[config.mk]
export PLATFORM = sky130hd
export DESIGN_NAME = piso_serializer
export DESIGN_NICKNAME = d
export VERILOG_FILES = /design/src/rtl/piso_pkg.sv /design/src/rtl/piso_hold_buf.sv /design/src/rtl/piso_serializer.sv
export SDC_FILE = /design/constraint.sdc
export NUM_CORES = 1
export LEC_CHECK = 0
export BUFFER_PORTS_ARGS = -buffer_cell sky130_fd_sc_hd__buf_2
export CAP_MARGIN = 20
export CORE_MARGIN = 2
export CORE_UTILIZATION = 35
export DETAILED_ROUTE_END_ITERATION = 8
export MAX_ROUTING_LAYER = met4
export SLEW_MARGIN = 20
export SYNTH_ARGS = -nofsm -noshare
export SYNTH_HDL_FRONTEND = slang
export SYNTH_HIERARCHICAL = 1
export SYNTH_SLANG_ARGS = --single-unit
[constraint.sdc]
create_clock -name clk -period 6.2 [get_ports clk]
set_clock_uncertainty 0.1 [all_clocks]
set_input_delay 1.24 -clock clk [delete_from_list [all_inputs] [get_ports clk]]
set_output_delay 1.24 -clock clk [all_outputs]
set_load 0.02 [all_outputs]
[src/rtl/piso_pkg.sv]
// Shared types and constants for the parallel-in / serial-out serializer.
// PISO_PARITY_EN (when defined) adds an even-parity bit to every frame.
package piso_pkg;

  localparam int DEFAULT_WIDTH = 16;

  typedef enum logic [1:0] {
    IDLE   = 2'd0,
    SHIFT  = 2'd1,
    PARITY = 2'd2
  } state_t;

endpackage

[src/rtl/piso_hold_buf.sv]
// One-entry holding buffer: takes a word while empty, releases it on pop.
module piso_hold_buf
  import piso_pkg::*;
#(
  parameter int W = DEFAULT_WIDTH
) (
  input  logic         clk,
  input  logic         resetn,
  input  logic [W-1:0] in_data,
  input  logic         in_valid,
  output logic         in_ready,
  output logic [W-1:0] out_data,
  output logic         out_valid,
  input  logic         pop
);

  logic         full;
  logic [W-1:0] data;

  // pop and write never coincide: writes need full=0, pops need full=1
  always_ff @(posedge clk) begin
    if (!resetn) begin
      full <= 1'b0;
      data <= '0;
    end else if (pop) begin
      full <= 1'b0;
    end else if (in_valid && !full) begin
      full <= 1'b1;
      data <= in_data;
    end
  end

  assign in_ready  = ~full;
  assign out_valid = full;
  assign out_data  = data;

endmodule

[src/rtl/piso_serializer.sv]
// MSB-first serializer with a one-word skid buffer for gapless back-to-back frames.
// Define PISO_PARITY_EN to append an even-parity bit after bit 0 of each word.
module piso_serializer
  import piso_pkg::*;
#(
  parameter int DATA_WIDTH = DEFAULT_WIDTH
) (
  input  logic                  clk,
  input  logic                  resetn,
  input  logic [DATA_WIDTH-1:0] din,
  input  logic                  din_valid,
  output logic                  din_ready,
  output logic                  dout,
  output logic                  dout_valid,
  output logic                  dout_last
);

  localparam int CW = $clog2(DATA_WIDTH + 1);
  localparam logic [CW-1:0] CNT_TOP = CW'(DATA_WIDTH - 1);

  state_t                state, state_nx;
  logic [CW-1:0]         cnt, cnt_nx;
  logic [DATA_WIDTH-1:0] sreg, sreg_nx;
  logic [DATA_WIDTH-1:0] load_word;
  logic                  load, fin, accept;
  logic                  buf_wr, buf_pop, buf_ready, buf_valid;
  logic [DATA_WIDTH-1:0] buf_data;
  logic                  dout_nx, vld_nx, last_nx;
`ifdef PISO_PARITY_EN
  logic                  par, par_nx;
`endif

  // Ready depends only on buffer occupancy (and reset), never on din_valid.
  assign din_ready = resetn & buf_ready;
  assign accept    = din_valid & din_ready;

  piso_hold_buf #(.W(DATA_WIDTH)) u_hold (
    .clk       (clk),
    .resetn    (resetn),
    .in_data   (din),
    .in_valid  (buf_wr),
    .in_ready  (buf_ready),
    .out_data  (buf_data),
    .out_valid (buf_valid),
    .pop       (buf_pop)
  );

  always_comb begin
    state_nx  = state;
    cnt_nx    = cnt;
    sreg_nx   = sreg;
    load      = 1'b0;
    load_word = din;
    fin       = 1'b0;
    buf_pop   = 1'b0;
`ifdef PISO_PARITY_EN
    par_nx    = par;
`endif

    case (state)
      IDLE: load = accept;
      SHIFT: begin
        if (cnt == '0) begin
`ifdef PISO_PARITY_EN
          state_nx = PARITY;
`else
          fin = 1'b1;
`endif
        end else begin
          cnt_nx  = cnt - 1'b1;
          sreg_nx = sreg << 1;
        end
      end
`ifdef PISO_PARITY_EN
      PARITY: fin = 1'b1;
`endif
      default: state_nx = IDLE;
    endcase

    // Final-bit cycle: buffered word has priority, else a word arriving now.
    if (fin) begin
      if (buf_valid) begin
        load      = 1'b1;
        load_word = buf_data;
        buf_pop   = 1'b1;
      end else if (accept) begin
        load = 1'b1;
      end else begin
        state_nx = IDLE;
        cnt_nx   = '0;
        sreg_nx  = '0;
      end
    end

    buf_wr = accept && (state != IDLE) && !fin;

    if (load) begin
      state_nx = SHIFT;
      cnt_nx   = CNT_TOP;
      sreg_nx  = load_word;
`ifdef PISO_PARITY_EN
      par_nx   = ^load_word;
`endif
    end

    vld_nx  = (state_nx != IDLE);
`ifdef PISO_PARITY_EN
    dout_nx = (state_nx == SHIFT) ? sreg_nx[DATA_WIDTH-1] :
              (state_nx == PARITY) ? par_nx : 1'b0;
    last_nx = (state_nx == PARITY);
`else
    dout_nx = (state_nx == SHIFT) ? sreg_nx[DATA_WIDTH-1] : 1'b0;
    last_nx = (state_nx == SHIFT) && (cnt_nx == '0);
`endif
  end

  always_ff @(posedge clk) begin
    if (!resetn) begin
      state      <= IDLE;
      cnt        <= '0;
      sreg       <= '0;
      dout       <= 1'b0;
      dout_valid <= 1'b0;
      dout_last  <= 1'b0;
`ifdef PISO_PARITY_EN
      par        <= 1'b0;
`endif
    end else begin
      state      <= state_nx;
      cnt        <= cnt_nx;
      sreg       <= sreg_nx;
      dout       <= dout_nx;
      dout_valid <= vld_nx;
      dout_last  <= last_nx;
`ifdef PISO_PARITY_EN
      par        <= par_nx;
`endif
    end
  end

endmodule
==> After elaboration in Yosys (flattened, before gate mapping) <==
Index checks and enable logic that the tools add are counted.
{ "classes": {"muxes": 27, "eq_ne": 2, "n_reduce_logical": 15, "n_mul": 0, "addsub": 1, "n_shift": 0, "div": 0, "n_lt_le_gt_ge": 0, "n_bitwise": 5} }
{ "op_table": {"columns": ["operator", "n"], "rows": [
  ["$mux 16", 8],
  ["$mux 5", 6],
  ["$logic_not 5->1", 2],
  ["$mux 2", 5],
  ["$mux 1", 8],
  ["$sub 5x1->5 const B", 1],
  ["$eq 2x1->1 const B", 2],
  ["$logic_and 1x1->1", 4],
  ["$reduce_and 2->1", 2],
  ["$reduce_bool 2->1", 2],
  ["$reduce_or 2->1", 2],
  ["$not 1->1", 3],
  ["$and 1x1->1", 2],
  ["$logic_not 1->1", 2],
  ["$logic_not 2->1", 1]
]} }
{ "word_totals": {"latch_bits": 0, "ram_bits": 0, "regBits": 43, "memories": 0, "elab_cells": 58, "romBits": 0} }

==> Logic depth before layout (Yosys ltp) <==
Gate-level depths: netlist of run 1.
{ "logic_depth": {"depth_word": 10, "depth_mapped": 10, "mapped_depth_nobuf": 7} }

==> Modules after synthesis <==
Netlist of run 1, hierarchy kept.
{ "modules_own_cells": {"columns": ["mod", "cells_per_inst", "area_per_inst_um2", "n_inst"], "rows": [
  ["piso_serializer", 218, 1726.7, 1],
  ["piso_hold_buf", 75, 698.2, 1]
]} }

==> Worst setup path before layout of run 1 <==
No wires, ideal clock.
{ "synth_path": {"path_kind": "input port to output port", "startpoint": "input resetn", "endpoint": "output din_ready", "slack_ns": 3.193, "n_path_buf": 1, "path_stages": 2, "arrival_ns": 1.667, "path_cell_list": "clkbuf_1 and2_1"} }
{ "synth_via": {"elab_chain_len": 1} }
{ "synth_rtl": {"columns": ["item", "line", "rtl"], "rows": [
  ["from (decl)", "piso_serializer.sv:9", "input logic resetn,"],
  ["$and 1x1->1", "piso_serializer.sv:34", "assign din_ready = resetn & buf_ready;"],
  ["to (decl)", "piso_serializer.sv:12", "output logic din_ready,"]
]} }
No other way between the ends.

==> Final worst setup path of run 1 <==
Ends and elaborated chain as after synthesis.

==> results.md, run 1 <==
* Chip width at 87.2 µm
* Layout cells sized above 1 at 18.9%
* Row cnt at 30
* Post-synth EDFFs at 0
* Asr flop ratio synth at 0%
* Worst Hold Path Cells at 2
* Final setup fails at 0
* Area Growth Syn to Fin at 6.30%
* Hold endpoint: u_hold/out_data[15]
* Hold Crit Class: reg -> reg
* Most used DFF post-synth: dfxtp_1
* Crit path kind: in -> out
* CP endpoint kind: output port
* Yosys top cell by area: dfxtp_1
* Port bufs at 22
* Grt ovf at 0
* Peak Freq at 0.271 GHz
* Post-Route WL at 5610 µm
* Static Leak at 0.882 nW
* Via/cell ratio at 5.53
* Fin cells at 377
* CTS tree: built
* Tot GR Track Use at 16.4%
* FF-to-FF setup slack at 3620 ps
* Post-synth cell types at 46
* Ys Warns at 6
* Maxcap violations at 0
* Skew-Pair Late Insertion Delay at 300 ps
* Slew @ Worst Pin at 970 ps
* Maximum buffer depth of the clock tree at 2
* Mapped Cells at 293
* Syn Area/Cell at 8.28 µm²
* Post-CTS Setup Repair Bufs at 0
* HPWL Detailed at 3520 µm
* Nets at 316
* # IOs at 23
* Initial core utilization at 35.9%
* Synthesized cell area at 0.00242 mm²
* Global-route wire length before repair at 9670 µm
* Worst path required time at 4860 ps
* Register area share after synthesis at 34.7%
* R2r startpoint: cnt[0]
* Die height at 87.2 µm
* ANT cells at 0
* Worst Hold Launch: u_hold/out_data[15]
* Synth Register Bits at 42
* Worst-path fanout max at 58
* # DRC at 0
* Worst Path Arrival at 2340 ps
* Net Count, Synth at 313
* Power density cells at 223 mW/mm²
* Initial antenna violation count at 0
* ANT nets after route at 0
* GPL Wtd Cong at 0.756
* Worst-path clk slew at 80 ps
* # hold bufs at CTS at 0
* Vias in the first global route at 2027
* Total number of vias at 2084
* Final Hold Fails at 0
* Top post-synthesis cells by count: 42 x dfxtp_1, 36 x nand2_1, 31 x nand3_1
* Largest net degree at the start of global routing at 59
* CTS buffer count at 5
* Status: complete, no violations
* Final Max Slew Viols at 0
* Clock Sinks at 42
* Total core area at 0.00676 mm²
* Reg2reg path depth at 6
* Part of the cycle the worst path needs at 59.4%
* Top-count cell post-synth: dfxtp_1
* Slew headroom at 35.3%
* Root buffer cell: clkbuf_8
* R2r endpoint: sreg[1]
* Post-synth top area share at 34.7%
* TNS Setup at 0 ps
* VDD IR max at 0.120 mV
* Tot Pwr at 0.574 mW
* Fin crit period at 3680 ps
* Inst Count DP at 369
* Htree depth at 2
* Setup crit start kind: input pin
* RSZ-0062 raised after global routing: no
* # resized after CTS at 0
* Worst hold margin at 361 ps
* Synth top area cells: dfxtp_1 35%, mux2i_1 7.0%, nand3_1 6.4%, o21a_1 5.9%, nand2_1 5.6%
* Routed len/inst at 14.9 µm
* DR iter-0 viols at 110
* First-pass DRT Iterations at 4
* Die ar. at 0.00761 mm²
[per-stage QoR]
stage               area, µm²  worst slack (ps)  util, %
floorplan                2420              3190        -
global placement         2490              2500     36.8
detailed placement       2490              2490     36.8
CTS                      2580              2490     38.1
global route             2580              2400     38.1
finish                   2580              2520     38.1
[routing by layer]
| metal | part of all wire, % | vias up | GRT usage [%] |
|---|---|---|---|
| met1 | 47 | 983 | 21.0 |
| met2 | 48 | 43 | 26.0 |
| met3 | 3.8 | 6 | 2.94 |
| li1 | - | 1052 | - |
| met5 | 0 | - | - |
| met4 | 1.7 | 0 | 5.45 |
[where the power goes]
part           internal [mW]  switching (mW)
combinational         0.0355          0.0671
clock                 0.0793           0.105
sequential             0.280         0.00796
[cells in the final DEF, fill, tap and decap left out, drive strengths merged, types with 2 or more instances in the layout]
cell type / n
nand3: 31
o211ai: 16
or2: 2
o21a: 19
o31ai: 2
mux2i: 17
and3: 2
nor3b: 3
clkinv: 2
nor4b: 2
buf: 26
inv: 5
or3: 2
clkbuf: 5
nor3: 2
o21ai: 18
nor2: 6
dfxtp: 42
a211oi: 2
a21oi: 37
a21o: 2
nand2: 36
[flip-flops by register name (all words and copies together) (netlist names)]
register          count
dout_last             1
sreg                 15
u_hold/out_data      16
state                 2
dout_valid            1
dout                  1
cnt                   5
u_hold/out_valid      1
[worst max-delay path by stage]
stage                            to  slack (ps)  cells past startpoint  startpoint
after floorplan           din_ready        3190                      2      resetn
after global placement    din_ready        2500                      3      resetn
after detailed placement  din_ready        2490                      3      resetn
after CTS                 din_ready        2490                      3      resetn
after global routing      din_ready        2400                      3      resetn
final                     din_ready        2520                      3      resetn
[layout make-up]
cell class / instances / area [µm²]
fillers: 718 / 4180
multi-input cells: 216 / 1390
flip-flops and latches: 42 / 841
repair buffers: 26 / 140
well taps: 80 / 100
clock buffers: 5 / 68.8
clock inverters: 3 / 21.3
inverters: 5 / 18.8
[logic make-up after synthesis]
kind of cell    share of synthesized area, %
fa+ha+maj                              0.516
other cells                            0.155
xor+xnor                               0.361
simple gates                            20.8
flops                                   34.7
compound gates                          28.1
buf+inv                                 8.36
mux                                     7.02
[worst max-delay path, cell delays in order]
cell and delay, ps:
buf_2 720, and2_1 230, buf_2 160
No activity file was read; power rests on OpenSTA's default activity.
==> inputs of run 2 (changes only) <==
==> constraint.sdc (replaced) <==
create_clock -name clk -period 3.7 [get_ports clk]
set_clock_uncertainty 0.1 [all_clocks]
set_input_delay 0.74 -clock clk [delete_from_list [all_inputs] [get_ports clk]]
set_output_delay 0.74 -clock clk [all_outputs]
set_load 0.02 [all_outputs]
==> results.md, run 2 (synthesis gave the netlist of run 1 again) <==
* GPL Wtd Cong at 0.776 (+2.7%)
* Inst Count DP at 370 (+0.27%)
* Dpl ws at 1040 ps (-1450 ps)
* Static Leak at 0.900 nW (+2.1%)
* Global-route wire length before repair at 9940 µm (+2.8%)
* Worst-path clk slew at 80 ps (about the same)
* CP Depth at 6 (+3)
* TNS Setup at 0 ps (unchanged)
* ANT nets after route at 0 (unchanged)
* Root buffer cell: clkbuf_8
* Initial core utilization at 35.9% (unchanged)
* Hold endpoint: u_hold/out_data[6]
* Vias in the first global route at 2045 (+0.89%)
* Post-Route WL at 5770 µm (+2.8%)
* Via/cell ratio at 5.65 (+2.2%)
* DR iter-0 viols at 174 (+58%)
* Total number of vias at 2135 (+2.4%)
* Row cnt at 30 (unchanged)
* CP endpoint kind: flip-flop
* R2r startpoint: cnt[0]
* Clock Sinks at 42 (unchanged)
* Area Growth Syn to Fin at 7.43%
* Buf+Inv Stages, Crit Path at 1 (-1)
* Met3 global-route usage at 2.84% (-0.095 points)
* Worst Hold Launch: u_hold/out_data[6]
* Tot GR Track Use at 16.8% (+0.42 points)
* HPWL Detailed at 3740 µm (+6.3%)
* Final instance area at 0.00261 mm² (+1.1%)
* FILL cells at 727 (+1.3%)
* Peak Freq at 0.389 GHz
* Die ar. at 0.00761 mm² (unchanged)
* Hold Crit Class: reg -> reg
* Routed len/inst at 15.3 µm (+2.6%)
* FF-to-FF setup slack at 1130 ps (-2490 ps)
* Slew headroom at 38.1% (+2.8 points)
* Final setup margin at 1130 ps (-1390 ps)
* Final setup fails at 0 (unchanged)
* Crit path largest cell delay at 840 ps (+120 ps)
* # hold bufs at CTS at 0 (unchanged)
* RSZ-0062 raised after global routing: no
* Fin cells at 378 (+0.27%)
* Largest net degree at the start of global routing at 31 (-47%)
* Worst path required time at 3790 ps (-1070 ps)
* Setup crit start kind: flip-flop
* Commonest non-fill, non-tap cell in the layout: dfxtp_1
* Final Max Slew Viols at 0 (unchanged)
* Power density cells at 387 mW/mm² (+73%)
* # resized after CTS at 0 (unchanged)
* Largest register FFs at 16 (unchanged)
* CTS buffer count at 5 (unchanged)
* Commonest non-fill, non-tap cells in the layout: 42 x dfxtp_1, 36 x nand2_1, 31 x nand3_1
* R2r endpoint: sreg[11]
* Skew-Pair Late Insertion Delay at 290 ps (about the same)
* Reg2reg path depth at 6 (unchanged)
* Slew @ Worst Pin at 928 ps (-42.4 ps)
* Grt ovf at 0 (unchanged)
* # IOs at 23 (unchanged)
* CP delay by family, top: compound AO/OA/AOI/OAI gates
* Final Hold Fails at 0 (unchanged)
* Total core area at 0.00676 mm² (unchanged)
* Status: complete, no violations
* Worst Hold Path Cells at 2 (unchanged)
* Worst-path fanout max at 21 (-64%)
* Tot Pwr at 1.01 mW (+75%)
* Maxcap violations at 0 (unchanged)
* Maximum buffer depth of the clock tree at 2 (unchanged)
* Die height at 87.2 µm (unchanged)
* Slowest CP cell: o32ai_2
* Htree depth at 2 (unchanged)
* Part of the cycle the worst path needs at 69.5%
* Chip width at 87.2 µm (unchanged)
* Worst Path Arrival at 2660 ps (+320 ps)
* Port bufs at 22 (unchanged)
* First-pass DRT Iterations at 4 (unchanged)
* GRT met1 Usage at 21.3% (+0.24 points)
* Crit path kind: reg -> reg
* # DRC at 0 (unchanged)
* Placed cell area at 0.00249 mm² (+0.30%)
* Layout cells sized above 1 at 19.1% (+0.27 points)
* VDD IR max at 0.175 mV (+45%)
* Post-CTS Setup Repair Bufs at 0 (unchanged)
* Fin crit period at 2570 ps
* Worst path cell trace: inv_1 -> ha_1 -> or3b_4 -> o32ai_2 -> a21oi_1 -> o21a_1
* Initial antenna violation count at 0 (unchanged)
* ANT cells at 0 (unchanged)
* Most used routing layer: met2
* Nets at 317 (+0.32%)
* CTS tree: built
* Met2 Use GR at 27.8% (+1.7 points)
-- run 2: changes by cell type in the layout (fill, tap and decap cells not counted) --
| cell | change |
|---|---|
| clkbuf_8 | +3 |
| buf_4 | +1 |
| clkinv_2 | -1 |
| clkinv_4 | -1 |
| clkinvlp_4 | -1 |
-- run 2: cell type report --
type | count | area [µm²] | area share [%]
Clock buffer | 8 | 110 | 4.23
Inverter | 5 | 18.8 | 0.720
Multi-Input combinational cell | 216 | 1390 | 53.3
Sequential cell | 42 | 841 | 32.3
Tap cell | 80 | 100 | 3.84
Timing Repair Buffer | 27 | 148 | 5.67
-- run 2: routing by layer --
metal  share of wire [%]  wire length, µm
met1                  47             2680
met2                  49             2810
met3                 3.8              220
met4                0.99               57
met5                   0                0
-- run 2: where the power goes --
| group | switching [mW] | internal, mW | leakage (nW) | total [mW] |
|---|---|---|---|---|
| sequential | 0.0136 | 0.469 | 0.342 | 0.483 |
| combinational | 0.113 | 0.0601 | 0.501 | 0.174 |
| clock | 0.162 | 0.189 | 0.0575 | 0.351 |
| total | 0.289 | 0.718 | 0.900 | 1.01 |
-- run 2: worst reg2reg max path: cells and delay by family (launching register included) --
family	cells	cell delay, ps
compound gates	3	1160
fa+ha+maj	1	260
buf+inv	1	80
flops	1	340
simple gates	1	550
-- run 2: through the flow --
step,hold slack [ps],util (%)
2_1_floorplan,330,-
3_3_place_gp,345,36.9
3_5_place_dp,350,36.9
4_1_cts,365,38.6
5_1_grt,380,38.6
6_report,361,38.6
-- run 2: how the worst max path moves through the flow --
stage                start                 end  slack (ps)
finish              cnt[0]            sreg[11]        1130
floorplan           cnt[0]  u_hold/out_data[0]        1470
detailed placement  resetn  u_hold/out_data[0]        1040
CTS                 cnt[0]            sreg[11]        1110
global route        cnt[0]            sreg[11]         940
global placement    cnt[0]            sreg[12]        1140
